==> src/rtl/fetch_sequencer_if.sv <==
// Fetch sequencer bus: memory request/response channel and instruction-queue push channel.
// master = fetch sequencer, slave = memory controller / instruction queue side.
interface fetch_sequencer_if #(
   parameter int ADDR_WIDTH = 17,
   parameter int INST_WIDTH = 32
);
   logic                  mem_req;
   logic [ADDR_WIDTH-1:0] mem_addr;
   logic                  mem_ready;
   logic                  mem_valid;
   logic [INST_WIDTH-1:0] mem_data;
   logic                  iq_full;
   logic                  iq_push;
   logic [INST_WIDTH-1:0] iq_inst;
   logic [ADDR_WIDTH-1:0] iq_pc;

   modport master (
      output mem_req, mem_addr, iq_push, iq_inst, iq_pc,
      input  mem_ready, mem_valid, mem_data, iq_full
   );

   modport slave (
      input  mem_req, mem_addr, iq_push, iq_inst, iq_pc,
      output mem_ready, mem_valid, mem_data, iq_full
   );
endinterface

==> src/rtl/fetch_sequencer.sv <==
// Instruction-fetch sequencer: one outstanding word fetch, push to instruction queue, redirect handling.
// Optional performance counters are built when FETCH_PERF_CNT_EN is defined.
//
// state   | meaning
// S_IDLE  | out of reset, waiting for first rdy
// S_REQ   | presenting mem_req at pc
// S_WAIT  | request accepted, waiting for mem_valid
// S_PUSH  | holding fetched instruction until queue accepts
// S_DRAIN | redirected with fetch in flight, discarding its response
module fetch_sequencer #(
   parameter int ADDR_WIDTH = 17,
   parameter int INST_WIDTH = 32
) (
   input  logic                  clk,
   input  logic                  rst,
   input  logic                  rdy,
   input  logic                  redirect_en,
   input  logic [ADDR_WIDTH-1:0] redirect_pc,
   fetch_sequencer_if.master     bus,
   output logic [31:0]           perf_fetch_cnt,
   output logic [31:0]           perf_stall_cnt
);

   typedef enum logic [2:0] {
      S_IDLE  = 3'd0,
      S_REQ   = 3'd1,
      S_WAIT  = 3'd2,
      S_PUSH  = 3'd3,
      S_DRAIN = 3'd4
   } state_t;

   state_t                state;
   logic [ADDR_WIDTH-1:0] pc;
   logic [INST_WIDTH-1:0] inst_q;
   logic [ADDR_WIDTH-1:0] redirect_tgt;
   logic                  push_fire;

   assign redirect_tgt = {redirect_pc[ADDR_WIDTH-1:2], 2'b00};
   // A redirect in PUSH kills the held instruction in the same cycle.
   assign push_fire    = rdy && (state == S_PUSH) && !bus.iq_full && !redirect_en;

   assign bus.mem_req  = rdy && (state == S_REQ);
   assign bus.mem_addr = pc;
   assign bus.iq_push  = push_fire;
   assign bus.iq_inst  = inst_q;
   assign bus.iq_pc    = pc;

   always_ff @(posedge clk or negedge rst) begin
      if (!rst) begin
         state  <= S_IDLE;
         pc     <= '0;
         inst_q <= '0;
      end else if (rdy) begin
         if (redirect_en) begin
            pc <= redirect_tgt;
            case (state)
               S_REQ:           state <= bus.mem_ready ? S_DRAIN : S_REQ;
               S_WAIT, S_DRAIN: state <= bus.mem_valid ? S_REQ : S_DRAIN;
               default:         state <= S_REQ;
            endcase
         end else begin
            case (state)
               S_IDLE: state <= S_REQ;
               S_REQ: begin
                  if (bus.mem_ready) state <= S_WAIT;
               end
               S_WAIT: begin
                  if (bus.mem_valid) begin
                     inst_q <= bus.mem_data;
                     state  <= S_PUSH;
                  end
               end
               S_PUSH: begin
                  if (!bus.iq_full) begin
                     pc    <= pc + ADDR_WIDTH'(4);
                     state <= S_REQ;
                  end
               end
               S_DRAIN: begin
                  if (bus.mem_valid) state <= S_REQ;
               end
               default: state <= S_IDLE;
            endcase
         end
      end
   end

`ifdef FETCH_PERF_CNT_EN
   logic [31:0] fetch_cnt_q;
   logic [31:0] stall_cnt_q;

   always_ff @(posedge clk or negedge rst) begin
      if (!rst) begin
         fetch_cnt_q <= '0;
         stall_cnt_q <= '0;
      end else begin
         if (push_fire && (fetch_cnt_q != 32'hFFFF_FFFF)) fetch_cnt_q <= fetch_cnt_q + 32'd1;
         if (rdy && (state == S_PUSH) && bus.iq_full && (stall_cnt_q != 32'hFFFF_FFFF))
            stall_cnt_q <= stall_cnt_q + 32'd1;
      end
   end

   assign perf_fetch_cnt = fetch_cnt_q;
   assign perf_stall_cnt = stall_cnt_q;
`else
   assign perf_fetch_cnt = 32'd0;
   assign perf_stall_cnt = 32'd0;
`endif

endmodule

==> src/flat_wrapper.sv <==
// flat-port wrapper written by rule: the top's interface ports become plain ports
module fetch_sequencer_flat 
#(
   parameter int ADDR_WIDTH = 17,
   parameter int INST_WIDTH = 32
)
  (clk, rst, rdy, redirect_en, redirect_pc, perf_fetch_cnt, perf_stall_cnt, bus_mem_req, bus_mem_addr, bus_iq_push, bus_iq_inst, bus_iq_pc, bus_mem_ready, bus_mem_valid, bus_mem_data, bus_iq_full);
  fetch_sequencer_if #(.ADDR_WIDTH(ADDR_WIDTH), .INST_WIDTH(INST_WIDTH)) bus_i ();
  input  logic clk;
  input  logic rst;
  input  logic rdy;
  input  logic redirect_en;
  input  logic [ADDR_WIDTH-1:0] redirect_pc;
  output logic [31:0] perf_fetch_cnt;
  output logic [31:0] perf_stall_cnt;
  output wire logic [$bits(bus_i.mem_req)-1:0] bus_mem_req;
  output wire logic [$bits(bus_i.mem_addr)-1:0] bus_mem_addr;
  output wire logic [$bits(bus_i.iq_push)-1:0] bus_iq_push;
  output wire logic [$bits(bus_i.iq_inst)-1:0] bus_iq_inst;
  output wire logic [$bits(bus_i.iq_pc)-1:0] bus_iq_pc;
  input wire logic [$bits(bus_i.mem_ready)-1:0] bus_mem_ready;
  input wire logic [$bits(bus_i.mem_valid)-1:0] bus_mem_valid;
  input wire logic [$bits(bus_i.mem_data)-1:0] bus_mem_data;
  input wire logic [$bits(bus_i.iq_full)-1:0] bus_iq_full;
  assign bus_mem_req = bus_i.mem_req;
  assign bus_mem_addr = bus_i.mem_addr;
  assign bus_iq_push = bus_i.iq_push;
  assign bus_iq_inst = bus_i.iq_inst;
  assign bus_iq_pc = bus_i.iq_pc;
  assign bus_i.mem_ready = bus_mem_ready;
  assign bus_i.mem_valid = bus_mem_valid;
  assign bus_i.mem_data = bus_mem_data;
  assign bus_i.iq_full = bus_iq_full;
  fetch_sequencer #(.ADDR_WIDTH(ADDR_WIDTH), .INST_WIDTH(INST_WIDTH)) u_core (.clk(clk), .rst(rst), .rdy(rdy), .redirect_en(redirect_en), .redirect_pc(redirect_pc), .bus(bus_i), .perf_fetch_cnt(perf_fetch_cnt), .perf_stall_cnt(perf_stall_cnt));
endmodule
==> config.mk <==
export PLATFORM = sky130hd
export DESIGN_NAME = fetch_sequencer_flat
export DESIGN_NICKNAME = d
export VERILOG_FILES = /design/src/rtl/fetch_sequencer_if.sv /design/src/rtl/fetch_sequencer.sv /design/src/flat_wrapper.sv
export SDC_FILE = /design/constraint.sdc
export NUM_CORES = 1
export LEC_CHECK = 0
export BUFFER_PORTS_ARGS = -buffer_cell sky130_fd_sc_hd__buf_2
export CAP_MARGIN = 20
export CORE_ASPECT_RATIO = 0.5
export CORE_MARGIN = 4
export CORE_UTILIZATION = 45
export CTS_CLUSTER_SIZE = 14
export DETAILED_ROUTE_END_ITERATION = 10
export PLACE_DENSITY = 0.83
export SETUP_SLACK_MARGIN = 0.3
export SYNTH_ARGS = -nofsm -noshare
export SYNTH_HDL_FRONTEND = slang
export SYNTH_SLANG_ARGS = --single-unit
==> constraint.sdc <==
create_clock -name clk -period 2.8 [get_ports clk]
set_input_delay 0.56 -clock clk [delete_from_list [all_inputs] [get_ports clk]]
set_output_delay 0.56 -clock clk [all_outputs]
set_load 0.1 [all_outputs]
==> flow_metrics.tcl <==
set metrics [dict create \
    arrival_ns 1.85 \
    path_max_fanout 8 \
    r2r_slack_ns 0.76 \
    rows 20 \
    io_buffers 117 \
    start_util 0.484 \
    max_freq_ghz 0.416 \
    dpl.hpwl_mm 5.21 \
    gp_congestion 0.816 \
    holdBufCountCts 0 \
    fin_tns_setup_ns 0 \
    num_io_pins 188 \
    cts_tree "done" \
    grt_max_degree 51 \
    reg2reg_depth 5 \
    syn_area_per_cell_um2 10.1 \
    grt_pass1_vias 2285 \
    slew-limit-headroom 0.579 \
    clock_sinks 50 \
    nFillCells 564 \
    vias_per_cell 4.81 \
    status "finished, final reports clean" \
    antenna_cells 0 \
    core_um2 6310 \
    fin_crit_ns 2.41 \
    yosys_warnings 0 \
    vias 2362 \
    setup_viol 0 \
    synth_cell_types 41 \
    maxCapViolCount 0 \
    final_common_cell "buf_2" \
    syn_inst 302 \
    hold_viol 0 \
    drive_above_1_share 0.412 \
    cts_buffers 5 \
    grt.total_usage 0.155 \
    cts_root_buffer "clkbuf_16" \
    die_w_um 125 \
    drc 0 \
    ant_nets 0 \
    post_cts_resized 0 \
    worstPathRequired_ns 2.24 \
    hp-class "input pin to asynchronous set/reset pin" \
    die_h_um 66.3 \
    maxSlewViolCount 0 \
    worstSkewPairLatency_ns 0.28 \
    initialDrtViolationCount 132 \
    syn2layout_area_growth_pct 15.8 \
    rsz0062_at_grt "no" \
    drt_wl_total_mm 6.80 \
    ys_seq_area_frac 0.410 \
    wl_per_cell_um 13.8 \
    synth_area_um2 3050 \
    clock_path_buffers 2 \
    post-route-period-util 0.859 \
    reg2reg_to "u_core.bus.iq_inst[29]" \
    synth_seq_cells 50 \
    htreeDepth 2 \
    antenna_found_initial 0 \
    crit_path_end_kind "output pin" \
    worst_clock_skew_ns 0.00948 \
    timing.rr.start "u_core.state[2]" \
    die_area_um2 8250 \
    worst_slew_pin_slew_ns 0.631 \
    cts_setup_buffers 0 \
    final_cell_mix "117 x buf_2, 68 x conb_1, 50 x dfrtp_1, 33 x mux2_2" \
    path_clk_slew_ns 0.07 \
    start_kind "flip-flop" \
    critical_path_class "flip-flop to output pin" \
    grt_overflow_total 0 \
    dr.pass1.iters 4 \
    grt_pass1_wl_mm 10.6 \
    nNetsFinal 459 \
]
==> layer usage <==
metal / share of wire / GRT usage / vias to the layer above / wire (um)
li1: - / - / 1101 / -
met1: 0.37 / 0.179 / 1120 / 2500
met2: 0.53 / 0.298 / 133 / 3630
met3: 0.091 / 0.0306 / 8 / 622
met4: 0.0078 / 0.0423 / 0 / 53
met5: 0 / 0 / - / 0
==> cells in the mapped netlist (all sizes together) <==
cell / number / area (um^2)
nor4: 4 / 25.0
a21oi: 9 / 45.0
and3: 2 / 12.5
dfrtp: 50 / 1250
a311o: 1 / 10.0
ha: 1 / 12.5
a22oi: 4 / 30.0
a22o: 1 / 8.76
and2: 2 / 12.5
nand3: 8 / 40.0
nor2b: 3 / 18.8
nand4bb: 1 / 27.5
o311ai: 1 / 8.76
a222oi: 1 / 10.0
nand2: 14 / 52.6
mux2: 33 / 372
a311oi: 3 / 26.3
nor3: 8 / 45.0
inv: 7 / 26.3
o41ai: 1 / 8.76
clkinv: 1 / 3.75
o32ai: 1 / 8.76
or3: 1 / 6.26
o22ai: 8 / 50.1
nand3b: 1 / 7.51
xnor2: 1 / 8.76
a32oi: 1 / 8.76
conb: 1 / 3.75
buf: 91 / 676
nor2: 14 / 52.6
nand4: 5 / 31.3
or4: 1 / 11.3
a21o: 1 / 7.51
clkbuf: 4 / 15.0
mux2i: 6 / 60.1
nand2b: 1 / 6.26
o21ai: 9 / 45.0
and4: 1 / 8.76
==> cells by family (layout without fill, tap and decap cells) <==
logic type | count (synthesis) | after routing | synth area share
buffers and inverters | 103 | 137 | 0.236
AND/OR/NAND/NOR | 66 | 66 | 0.117
flip-flops | 50 | 50 | 0.410
AO/OA/AOI/OAI | 41 | 41 | 0.0877
multiplexers | 39 | 39 | 0.141
adder cells (fa/ha/maj) | 1 | 1 | 0.00410
other | 1 | 68 | 0.00123
XOR/XNOR | 1 | 1 | 0.00287
==> worst max-delay path by stage <==
stage	from	to	slack, ns	cells after the start
after detailed placement	redirect_en	bus_iq_push	0.56	4
after global placement	redirect_en	bus_iq_push	0.60	4
final	u_core.state[2]	bus_iq_push	0.39	3
after floorplan	rdy	bus_mem_req	0.32	3
after global routing	u_core.state[2]	bus_iq_push	0.35	3
after CTS	u_core.state[2]	bus_iq_push	0.41	3
==> registers in the layout, summed over array words and instances, names as in the netlist <==
signal / cells
u_core.bus.iq_inst: 32
u_core.bus.iq_pc: 15
u_core.state: 3
==> through the flow <==
stage | hold slack [ns] | cells | utilization | worst slack, ns | area [um^2]
floorplan | 0.264 | 369 | - | 0.324 | 3320
finish | 0.382 | 491 | 0.561 | 0.394 | 3540
CTS | 0.412 | 491 | 0.561 | 0.406 | 3540
detailed placement | 0.487 | 483 | 0.534 | 0.556 | 3370
global route | 0.457 | 491 | 0.561 | 0.349 | 3540
global placement | 0.483 | 483 | 0.534 | 0.598 | 3370
==> critical path, stage by stage, from the launching register on <==
cell and delay [ns]:
dfrtp_1 0.50, nor2_1 0.30, and4_1 0.30, buf_2 0.45
==> final cells by class <==
type,count,area (um^2),share of cell area
clock buffer,6,129,0.0364
clock inverter,2,37.5,0.0106
timing repair buffer,121,628,0.178
multi-input combinational,216,1350,0.381
inverter,8,31.3,0.00885
sequential,50,1250,0.354
tap,88,110,0.0311
Power is not shown: default switching activity piles up to over one toggle a cycle in this logic, so the estimate is an artifact.
